`src/rtl/prbs_rx_par_if.sv`:
```
// Bus bundle for the parallel PRBS checker: configuration, input word stream and status outputs.
interface prbs_rx_par_if #(
    parameter int DATA_W        = 8,
    parameter int BIT_CNT_WIDTH = 32,
    parameter int ERR_CNT_WIDTH = 16
);
    logic [2:0]               prbs_sel;
    logic                     inv;
    logic                     clr;
    logic                     din_vld;
    logic [DATA_W-1:0]        din;
    logic [BIT_CNT_WIDTH-1:0] bit_cnt;
    logic [ERR_CNT_WIDTH-1:0] err_cnt;
    logic                     err_sat;
    logic                     locked;
    logic                     lock_lost;
    logic                     err_word;

    modport master (
        output prbs_sel, inv, clr, din_vld, din,
        input  bit_cnt, err_cnt, err_sat, locked, lock_lost, err_word
    );

    modport slave (
        input  prbs_sel, inv, clr, din_vld, din,
        output bit_cnt, err_cnt, err_sat, locked, lock_lost, err_word
    );
endinterface

```
`src/rtl/prbs_rx_par.sv`:
```
// Parallel self-synchronising PRBS checker with lock/loss-of-lock tracking and saturating BER counters.
//   state  | meaning
//   SEARCH | history loaded from received bits, counting consecutive clean words
//   LOCK   | history free-runs on generated bits, bits and errors are counted
module prbs_rx_par #(
    parameter int DATA_W        = 8,
    parameter int BIT_CNT_WIDTH = 32,
    parameter int ERR_CNT_WIDTH = 16,
    parameter int SYNC_LEN      = 64,
    parameter int LOS_WIN       = 256,
    parameter int LOS_THR       = 16
) (
    input logic          clk,
    input logic          rst,
    prbs_rx_par_if.slave bus
);
    localparam int SW = $clog2(SYNC_LEN + 1);
    localparam int WW = $clog2(LOS_WIN + 1);
    localparam int BDW = $clog2(LOS_THR + 1);
    localparam int BW = BIT_CNT_WIDTH + 1;
    localparam int EW = ((ERR_CNT_WIDTH > 7) ? ERR_CNT_WIDTH : 7) + 1;
    localparam logic [ERR_CNT_WIDTH-1:0] ERR_MAX = '1;

    typedef enum logic [0:0] {SEARCH, LOCK} state_t;

    state_t                   state, state_n;
    logic                     s1_vld;
    logic [DATA_W-1:0]        s1_data;
    logic [2:0]               s1_sel, sel_q;
    logic [30:0]              hist, hist_n, hist_gen, h;
    logic [SW-1:0]            sync_cnt, sync_n;
    logic [WW-1:0]            win_cnt, win_n;
    logic [BDW-1:0]           bad_cnt, bad_n;
    logic [BIT_CNT_WIDTH-1:0] bit_cnt, bit_n, bit_inc;
    logic [ERR_CNT_WIDTH-1:0] err_cnt, err_n, err_inc;
    logic                     err_sat, sat_n, lock_lost, lost_n, err_word, errw_n;
    logic [4:0]               tap_a, tap_b;
    logic [DATA_W-1:0]        err_vec;
    logic                     eb, word_err, refused, sel_chg;
    logic [6:0]               pop;
    logic [BW-1:0]            bit_sum;
    logic [EW-1:0]            err_sum;

    always_comb begin
        tap_a = 5'd7;
        tap_b = 5'd6;
        case (s1_sel)
            3'd1:    begin tap_a = 5'd9;  tap_b = 5'd5;  end
            3'd2:    begin tap_a = 5'd11; tap_b = 5'd9;  end
            3'd3:    begin tap_a = 5'd15; tap_b = 5'd14; end
            3'd4:    begin tap_a = 5'd23; tap_b = 5'd18; end
            3'd5:    begin tap_a = 5'd31; tap_b = 5'd28; end
            default: begin tap_a = 5'd7;  tap_b = 5'd6;  end
        endcase
    end

    // hist[0] is the most recent bit; earlier bits of a word feed later bits of the same word
    always_comb begin
        h       = hist;
        eb      = 1'b0;
        err_vec = '0;
        pop     = '0;
        for (int k = DATA_W - 1; k >= 0; k--) begin
            eb         = h[tap_a - 5'd1] ^ h[tap_b - 5'd1];
            err_vec[k] = eb ^ s1_data[k];
            pop        = pop + 7'(err_vec[k]);
            h          = {h[29:0], (state == LOCK) ? eb : s1_data[k]};
        end
        hist_gen = h;
    end

    assign word_err = |err_vec;
    assign refused  = s1_sel[2] & s1_sel[1];
    assign sel_chg  = (s1_sel != sel_q);
    assign bit_sum  = BW'(bit_cnt) + BW'(DATA_W);
    assign bit_inc  = bit_sum[BIT_CNT_WIDTH] ? '1 : bit_sum[BIT_CNT_WIDTH-1:0];
    assign err_sum  = EW'(err_cnt) + EW'(pop);
    assign err_inc  = (err_sum > EW'(ERR_MAX)) ? ERR_MAX : err_sum[ERR_CNT_WIDTH-1:0];

    always_comb begin
        state_n = state;
        hist_n  = hist;
        sync_n  = sync_cnt;
        win_n   = win_cnt;
        bad_n   = bad_cnt;
        bit_n   = bit_cnt;
        err_n   = err_cnt;
        sat_n   = err_sat;
        lost_n  = lock_lost;
        errw_n  = 1'b0;
        if (s1_vld) hist_n = hist_gen;
        if (sel_chg || refused) begin
            state_n = SEARCH;
            sync_n  = '0;
            win_n   = '0;
            bad_n   = '0;
        end else if (s1_vld) begin
            case (state)
                SEARCH: begin
                    if (word_err) begin
                        sync_n = '0;
                    end else if (sync_cnt == SW'(SYNC_LEN - 1)) begin
                        state_n = LOCK;
                        sync_n  = SW'(SYNC_LEN);
                        win_n   = '0;
                        bad_n   = '0;
                    end else begin
                        sync_n = sync_cnt + SW'(1);
                    end
                end
                LOCK: begin
                    bit_n  = bit_inc;
                    err_n  = err_inc;
                    errw_n = word_err;
                    sat_n  = err_sat | (&bit_inc) | (&err_inc);
                    if (word_err && (bad_cnt == BDW'(LOS_THR - 1))) begin
                        state_n = SEARCH;
                        lost_n  = 1'b1;
                        sync_n  = '0;
                        win_n   = '0;
                        bad_n   = '0;
                    end else if (win_cnt == WW'(LOS_WIN - 1)) begin
                        win_n = '0;
                        bad_n = '0;
                    end else begin
                        win_n = win_cnt + WW'(1);
                        bad_n = bad_cnt + BDW'(word_err);
                    end
                end
                default: state_n = SEARCH;
            endcase
        end
        if (bus.clr) begin
            bit_n  = '0;
            err_n  = '0;
            sat_n  = 1'b0;
            lost_n = 1'b0;
        end
    end

    always_ff @(posedge clk or negedge rst) begin
        if (!rst) begin
            s1_vld    <= 1'b0;
            s1_data   <= '0;
            s1_sel    <= '0;
            sel_q     <= '0;
            state     <= SEARCH;
            hist      <= '0;
            sync_cnt  <= '0;
            win_cnt   <= '0;
            bad_cnt   <= '0;
            bit_cnt   <= '0;
            err_cnt   <= '0;
            err_sat   <= 1'b0;
            lock_lost <= 1'b0;
            err_word  <= 1'b0;
        end else begin
            s1_vld    <= bus.din_vld;
            s1_data   <= bus.din ^ {DATA_W{bus.inv}};
            s1_sel    <= bus.prbs_sel;
            sel_q     <= s1_sel;
            state     <= state_n;
            hist      <= hist_n;
            sync_cnt  <= sync_n;
            win_cnt   <= win_n;
            bad_cnt   <= bad_n;
            bit_cnt   <= bit_n;
            err_cnt   <= err_n;
            err_sat   <= sat_n;
            lock_lost <= lost_n;
            err_word  <= errw_n;
        end
    end

    assign bus.bit_cnt   = bit_cnt;
    assign bus.err_cnt   = err_cnt;
    assign bus.err_sat   = err_sat;
    assign bus.locked    = (state == LOCK);
    assign bus.lock_lost = lock_lost;
    assign bus.err_word  = err_word;
endmodule
```
`src/flat_wrapper.sv`:
```
// flat-port wrapper written by rule: the top's interface ports become plain ports
module prbs_rx_par_flat 
#(
    parameter int DATA_W        = 8,
    parameter int BIT_CNT_WIDTH = 32,
    parameter int ERR_CNT_WIDTH = 16,
    parameter int SYNC_LEN      = 64,
    parameter int LOS_WIN       = 256,
    parameter int LOS_THR       = 16
)
  (clk, rst, bus_prbs_sel, bus_inv, bus_clr, bus_din_vld, bus_din, bus_bit_cnt, bus_err_cnt, bus_err_sat, bus_locked, bus_lock_lost, bus_err_word);
  prbs_rx_par_if #(.DATA_W(DATA_W), .BIT_CNT_WIDTH(BIT_CNT_WIDTH), .ERR_CNT_WIDTH(ERR_CNT_WIDTH)) bus_i ();
  input logic clk;
  input logic rst;
  input wire logic [$bits(bus_i.prbs_sel)-1:0] bus_prbs_sel;
  input wire logic [$bits(bus_i.inv)-1:0] bus_inv;
  input wire logic [$bits(bus_i.clr)-1:0] bus_clr;
  input wire logic [$bits(bus_i.din_vld)-1:0] bus_din_vld;
  input wire logic [$bits(bus_i.din)-1:0] bus_din;
  output wire logic [$bits(bus_i.bit_cnt)-1:0] bus_bit_cnt;
  output wire logic [$bits(bus_i.err_cnt)-1:0] bus_err_cnt;
  output wire logic [$bits(bus_i.err_sat)-1:0] bus_err_sat;
  output wire logic [$bits(bus_i.locked)-1:0] bus_locked;
  output wire logic [$bits(bus_i.lock_lost)-1:0] bus_lock_lost;
  output wire logic [$bits(bus_i.err_word)-1:0] bus_err_word;
  assign bus_i.prbs_sel = bus_prbs_sel;
  assign bus_i.inv = bus_inv;
  assign bus_i.clr = bus_clr;
  assign bus_i.din_vld = bus_din_vld;
  assign bus_i.din = bus_din;
  assign bus_bit_cnt = bus_i.bit_cnt;
  assign bus_err_cnt = bus_i.err_cnt;
  assign bus_err_sat = bus_i.err_sat;
  assign bus_locked = bus_i.locked;
  assign bus_lock_lost = bus_i.lock_lost;
  assign bus_err_word = bus_i.err_word;
  prbs_rx_par #(.DATA_W(DATA_W), .BIT_CNT_WIDTH(BIT_CNT_WIDTH), .ERR_CNT_WIDTH(ERR_CNT_WIDTH), .SYNC_LEN(SYNC_LEN), .LOS_WIN(LOS_WIN), .LOS_THR(LOS_THR)) u_core (.clk(clk), .rst(rst), .bus(bus_i));
endmodule
```
`config.mk`:
```
export PLATFORM = sky130hd
export DESIGN_NAME = prbs_rx_par_flat
export DESIGN_NICKNAME = d
export VERILOG_FILES = /design/src/rtl/prbs_rx_par_if.sv /design/src/rtl/prbs_rx_par.sv /design/src/flat_wrapper.sv
export SDC_FILE = /design/constraint.sdc
export NUM_CORES = 1
export LEC_CHECK = 0
export CAP_MARGIN = 20
export CORE_MARGIN = 3
export CORE_UTILIZATION = 32
export DETAILED_ROUTE_END_ITERATION = 8
export RECOVER_POWER = 25
export SLEW_MARGIN = 25
export SYNTH_ARGS = -nofsm -noshare
export SYNTH_HDL_FRONTEND = slang
export SYNTH_SLANG_ARGS = --single-unit
```
`constraint.sdc`:
```
create_clock -name clk -period 15.9 [get_ports clk]
set_input_delay 2.385 -clock clk [delete_from_list [all_inputs] [get_ports clk]]
set_output_delay 2.385 -clock clk [all_outputs]
set_load 0.02 [all_outputs]
```
Yosys cells after proc, flatten, opt, wreduce, memory -nomap -nowiden
Index checks and enable logic that the tools add are counted.
{ "classes": {"eq_ne": 13, "n_addsub": 14, "n_lt_le_gt_ge": 3, "bitwise_logic": 21, "mux": 90, "n_reduce_logical": 13} }
{ "ops": {"columns": ["operator", "n"], "rows": [
  ["$mux 32", 5],
  ["$bmux 1 s5", 16],
  ["$mux 16", 5],
  ["$mux 9", 6],
  ["$pmux 5 s5", 2],
  ["$add 7x1->7", 6],
  ["$mux 1", 41],
  ["$mux 7", 5],
  ["$add 32x4->33 const B", 1],
  ["$reduce_and 32->1", 1],
  ["$mux 5", 6],
  ["$pmux 9 s2", 1],
  ["$add 16x7->17", 1],
  ["$gt 17x16->1 const B", 1],
  ["$reduce_and 16->1", 1],
  ["$xor 1x1->1", 16],
  ["$pmux 7 s2", 1],
  ["$lt 5x6->1 const B", 2],
  ["$pmux 5 s2", 1],
  ["$sub 5x1->5 const B", 2],
  ["$add 9x1->9 const B", 1],
  ["$eq 9x8->1 const B", 1],
  ["$reduce_bool 2->1", 4],
  ["$reduce_or 8->1", 1],
  ["other kinds (22)", 27]
]} }
{ "totals": {"reg_bits": 119, "wordCells": 168, "output_inout_bits": 52, "inputBits": 16} }

Logic depth before layout (Yosys ltp)
Gate-level depths: netlist (run 1).
{ "logic_depth": {"word_depth": 45, "depth_mapped": 49, "depth_no_buf": 44} }

Worst setup path before layout (run 1)
No wires, ideal clock.
{ "synth_timing": {"path_kind": "flip-flop to flip-flop", "from": "register u_core.s1_sel[1]", "to": "register u_core.err_sat (netlist: u_core.bus.err_sat)", "setup_time_ps": 72, "path_buffers": 5, "arrival_time_ps": 11088, "slack_ps": 4740, "stages_incl_launch_ff": 49, "path_cell_list": "dfrtp_1 -> buf_4 -> inv_2 -> ha_1 -> or4b_1 -> o21ai_2 -> inv_2 -> clkbuf_1 -> ha_1 -> clkbuf_1 -> buf_1 -> clkbuf_1 -> mux2i_1 -> mux2i_1 -> nand4_1 -> nand4b_1 -> a221o_1 -> a31o_2 -> [... 13 more ...] -> fa_1 -> fa_1 -> fa_1 -> inv_1 -> ha_1 -> a21o_1 -> a21oi_1 -> nor2b_1 -> o21ai_0 -> inv_1 -> nand2_1 -> nor3_1 -> or3_1 -> o21ai_0 -> a21oi_1 -> o211ai_1 -> a21oi_1 -> nor2_1"} }
{ "synth_between": {"elab_chain_len": 45} }
{ "synth_rtl": {"columns": ["item", "line", "rtl"], "rows": [
  ["from (decl)", "prbs_rx_par.sv:29", "logic [2:0] s1_sel, sel_q;"],
  ["from (signal assigned)", "prbs_rx_par.sv:160", "s1_sel <= bus.prbs_sel;"],
  ["$eq 3x3->1 (tied with other cells)", "prbs_rx_par.sv:47", "case (s1_sel)"],
  ["$pmux 5 s5", "prbs_rx_par.sv:47", null],
  ["$sub 5x1->5", "prbs_rx_par.sv:64", "eb = h[tap_a - 5'd1] ^ h[tap_b - 5'd1];"],
  ["$bmux 1 s5", "prbs_rx_par.sv:64", null],
  ["$mux 1 (not written as such)", "prbs_rx_par.sv:64", null],
  ["$xor 1x1->1", "prbs_rx_par.sv:64", null],
  ["$mux 1", "prbs_rx_par.sv:67", "h = {h[29:0], (state == LOCK) ? eb : s1_data[k]};"],
  ["$bmux 1 s5", "prbs_rx_par.sv:64", null],
  ["[... 29 more ...]", null, null],
  ["$gt 17x16->1", "prbs_rx_par.sv:78", "assign err_inc = (err_sum > EW'(ERR_MAX)) ? ERR_MAX : err_sum[ERR_CNT_WIDTH-1:0];"],
  ["$mux 16", "prbs_rx_par.sv:78", null],
  ["$reduce_and 16->1", "prbs_rx_par.sv:115", "sat_n = err_sat | (&bit_inc) | (&err_inc);"],
  ["$or 1x1->1", "prbs_rx_par.sv:115", null],
  ["$mux 1", "prbs_rx_par.sv:98", "case (state)"],
  ["$mux 1", "prbs_rx_par.sv:97", "end else if (s1_vld) begin"],
  ["$mux 1", "prbs_rx_par.sv:92", "if (sel_chg || refused) begin"],
  ["$mux 1", "prbs_rx_par.sv:133", "if (bus.clr) begin"],
  ["to (signal assigned)", "prbs_rx_par.sv:169", "err_sat <= sat_n;"],
  ["to (decl)", "prbs_rx_par.sv:36", "logic err_sat, sat_n, lock_lost, lost_n, err_word, errw_n;"]
]} }
Several ways; a longest one is shown, not always the timed one. The select of a mux whose other input is x is not followed.
A chain may end at the register's enable or synchronous reset.

Worst setup path in the final report (run 1)
{ "layout_timing": {"from": "register u_core.s1_sel[0]", "to": "register u_core.err_cnt[7] (netlist: u_core.bus.err_cnt[7])"} }
{ "layout_between": {"elab_chain_len": 43} }
{ "layout_rtl": {"columns": ["item", "line", "rtl"], "rows": [
  ["$eq 3x3->1 (tied with other cells)", "prbs_rx_par.sv:47", null],
  ["$pmux 5 s5", "prbs_rx_par.sv:47", null],
  ["$sub 5x1->5", "prbs_rx_par.sv:64", null],
  ["$bmux 1 s5", "prbs_rx_par.sv:64", null],
  ["$mux 1 (not written as such)", "prbs_rx_par.sv:64", null],
  ["$xor 1x1->1", "prbs_rx_par.sv:64", null],
  ["$mux 1", "prbs_rx_par.sv:67", null],
  ["$bmux 1 s5", "prbs_rx_par.sv:64", null],
  ["[... 27 more ...]", null, null],
  ["$add 7x1->7", "prbs_rx_par.sv:66", "pop = pop + 7'(err_vec[k]);"],
  ["$add 16x7->17", "prbs_rx_par.sv:77", "assign err_sum = EW'(err_cnt) + EW'(pop);"],
  ["$gt 17x16->1", "prbs_rx_par.sv:78", null],
  ["$mux 16", "prbs_rx_par.sv:78", null],
  ["$mux 16", "prbs_rx_par.sv:98", null],
  ["$mux 16", "prbs_rx_par.sv:97", null],
  ["$mux 16", "prbs_rx_par.sv:92", null],
  ["$mux 16", "prbs_rx_par.sv:133", null],
  ["to (signal assigned)", "prbs_rx_par.sv:168", "err_cnt <= err_n;"],
  ["to (decl)", "prbs_rx_par.sv:35", "logic [ERR_CNT_WIDTH-1:0] err_cnt, err_n, err_inc;"]
]} }
Several ways; a longest one is shown, not always the timed one. The select of a mux whose other input is x is not followed.

==> reports/qor.txt, run 1 <==
status -> finished with violations
failing checks -> max-capacitance violations, max-slew violations
CTS root buffer -> clkbuf_16
wire per inst -> 19.4 um
worst rel slew slack -> -85.2%
vias -> 10,600
syn nets -> 1,355
crit start category -> flop
H-tree levels -> 4
Syn Area/Cell -> 8.03 um^2
Std-Cell Rows -> 65
# fillers -> 3,331
drt initial violations -> 1,135
Crit path required time -> 16.22 ns
core area -> 0.0320 mm^2
chip height -> 188 um
commonest cells after routing, fill and taps aside -> 125 x nor2_1, 117 x dfrtp_1, 114 x nand2_1
GP Congestion -> 0.927
final period utilization -> 86.4%
highest clock rate -> 0.0728 GHz
Worst-Margin Slew -> 2.78 ns
DRC viols -> 0
largest net degree at the start of global routing -> 83
synthesis-stage register bit count -> 119
Multi-input gate area -> 0.00695 mm^2
CTS Hold Buffers Added -> 0
Distinct cells, synth -> 95
CTS tree -> done
final worst-path setup slack -> 2.16 ns
nets -> 1,346
area growth from synthesis to layout -> 14.6%
Main synth FF type -> dfrtp_1
EDFF count, synth -> 0
antenna violations before repair -> 1
Critical Path Slowest Stage Cell -> clkbuf_1
maximum vdd drop -> 0.0000864 V
Post-Syn Area -> 0.0106 mm^2
WP data arrival -> 14.06 ns
Ys Warns -> 0
Tot Pwr -> 1.36 mW
delay-heaviest family, CP -> compound AO/OA/AOI/OAI gates
Clock Sinks -> 119
crit path capture type -> flop
Slew Viols, Final -> 149
global-route wire length before repair -> 55.4 mm
minimum clock period -> 13.74 ns
Setup Buffers After CTS -> 0
Worst Path Buf+Inv -> 7
post-route antenna net violation count -> 0
Finished Cell Area -> 0.0121 mm^2
asr flop ratio synth -> 100%
RSZ-0062 raised after global routing -> false
placed standard-cell area -> 0.0115 mm^2
final hold viol count -> 0
drt first pass iters -> 6
CP max FO -> 46
Final Setup Violations -> 0
FF+latch area -> 0.00298 mm^2
# IOs -> 68
clk slew on worst S/H paths -> 0.06 ns
max incr delay on CP -> 1.38 ns
final setup skew -> 0.0102 ns
Die X -> 188 um
PwrDens -> 112 mW/mm^2
GRT Total Usage -> 19.1%
share of layout cells above drive strength 1 -> 8.79%
GRT Residual Overflow -> 0
sequential element share of the synthesized area -> 28.2%
CTS buffer count -> 17
Setup CP Type -> flop to flop
Starting Density -> 33.0%
post_cts resized -> 0
Max clock buf depth -> 2
Detailed Route WL -> 34.0 mm
commonest non-fill, non-tap cell in the layout -> nor2_1
Leakage -> 4.54 nW
pre-CTS setup slack -> 3.08 ns
Cells after Synth -> 1,316
MaxCap Viol Count -> 3
Clk Latency, worst-skew pair -> 0.42 ns
DP HPWL -> 23.8 mm
worst min path class -> flop to flop
Die ar. -> 0.0352 mm^2
Port Buf Inserts -> 67
vias in the first global route -> 9,889
TNS Setup -> 0 ns
Vias/cell -> 6.03
[registers in the layout (all words and copies together) (netlist names)]
name / cells
u_core.bad_cnt: 5
u_core.bus.bit_cnt: 32
u_core.bus.err_cnt: 16
u_core.bus.err_sat: 1
u_core.bus.err_word: 1
u_core.bus.lock_lost: 1
u_core.bus.locked: 1
u_core.hist: 31
u_core.s1_data: 8
u_core.s1_sel: 3
u_core.s1_vld: 1
u_core.sel_q: 3
u_core.sync_cnt: 7
u_core.win_cnt: 9
[area by class of cell]
type	instances	area share, %
multi-input cells	1030	57.4
flip-flops and latches	119	24.6
repair buffers	84	6.47
well taps	435	4.49
clock buffers	19	3.74
inverters	55	1.70
clock inverters	13	1.59
diodes	1	0.0207
[worst paths after layout]
path,startpoint,to,slack (ns),cells past startpoint
max,u_core.s1_sel[0],u_core.bus.err_cnt[7],2.16,41
min,u_core.bus.lock_lost,u_core.bus.lock_lost,0.51,1
max reg2reg,u_core.s1_sel[0],u_core.bus.err_cnt[7],2.16,41
min reg2reg,u_core.bus.lock_lost,u_core.bus.lock_lost,0.51,1
max in group asynchronous,rst,u_core.bus.bit_cnt[16],11.61,2
min in group asynchronous,rst,u_core.sel_q[2],2.64,1
[worst register-to-register path, delay by kind of cell, from the launching register on]
kind | cells | cell delay, ns
AOI/OAI and AO/OA | 16 | 4.00
xor gates and xnor gates | 3 | 0.91
adders and majority gates | 6 | 2.54
buffers and inverters | 7 | 2.98
DFF | 1 | 0.31
muxes | 1 | 0.27
and+or+nand+nor | 8 | 2.65
[cell usage after synthesis (11+ instances only)]
cell | instances | area share [%]
a211oi_1 | 30 | 2.1
a21oi_1 | 80 | 3.8
a31oi_1 | 18 | 1.1
a32oi_1 | 11 | 0.91
and2_1 | 15 | 0.89
and3_1 | 17 | 1.0
buf_1 | 16 | 0.57
clkbuf_1 | 82 | 2.9
dfrtp_1 | 119 | 28
ha_1 | 18 | 2.1
inv_1 | 52 | 1.8
mux2_2 | 21 | 2.2
mux2i_1 | 54 | 5.1
nand2_1 | 114 | 4.1
nand2b_1 | 11 | 0.65
nand3_1 | 55 | 2.6
nand4_1 | 24 | 1.4
nor2_1 | 125 | 4.4
nor2b_1 | 16 | 0.95
nor3_1 | 49 | 2.3
o211ai_1 | 23 | 1.6
o21ai_0 | 71 | 3.4
o221ai_1 | 17 | 1.4
xnor2_1 | 17 | 1.4
xor2_1 | 23 | 1.9
[per-stage QoR]
| step | instances | utilization, % | hold slack [ns] |
|---|---|---|---|
| after floorplan | 1316 | - | 0.470 |
| after detailed placement | 1723 | 35.8 | 0.502 |
| final | 1756 | 37.8 | 0.509 |
| after global routing | 1756 | 37.8 | 0.526 |
| after global placement | 1723 | 35.8 | 0.485 |
| after CTS | 1755 | 37.8 | 0.510 |
[logic make-up after synthesis]
family	share of synthesized area (%)
flops	28.2
fa+ha+maj	3.08
buf+inv	6.25
simple gates	22.5
mux	9.59
compound gates	26.9
xor+xnor	3.47
[power by group]
part | internal, mW | switching (mW)
Sequential | 0.319 | 0.0442
Combinational | 0.230 | 0.343
Clock | 0.272 | 0.151
[per-layer routing]
metal / vias up / global-route usage [%] / share of wire, %
met5: - / 0 / 0
met4: 0 / 6.75 / 3.0
met3: 85 / 4.36 / 8.5
met2: 493 / 28.9 / 44
met1: 5084 / 26.7 / 44
li1: 4920 / - / -
Note: power is estimated with default switching activity, not from simulation.
==> inputs of run 2 (changes only) <==
Settings changed: CAP_MARGIN 20 to not set.
==> results of run 2 <==
The final DEF is identical to that of run 1; final timing and power are the same.
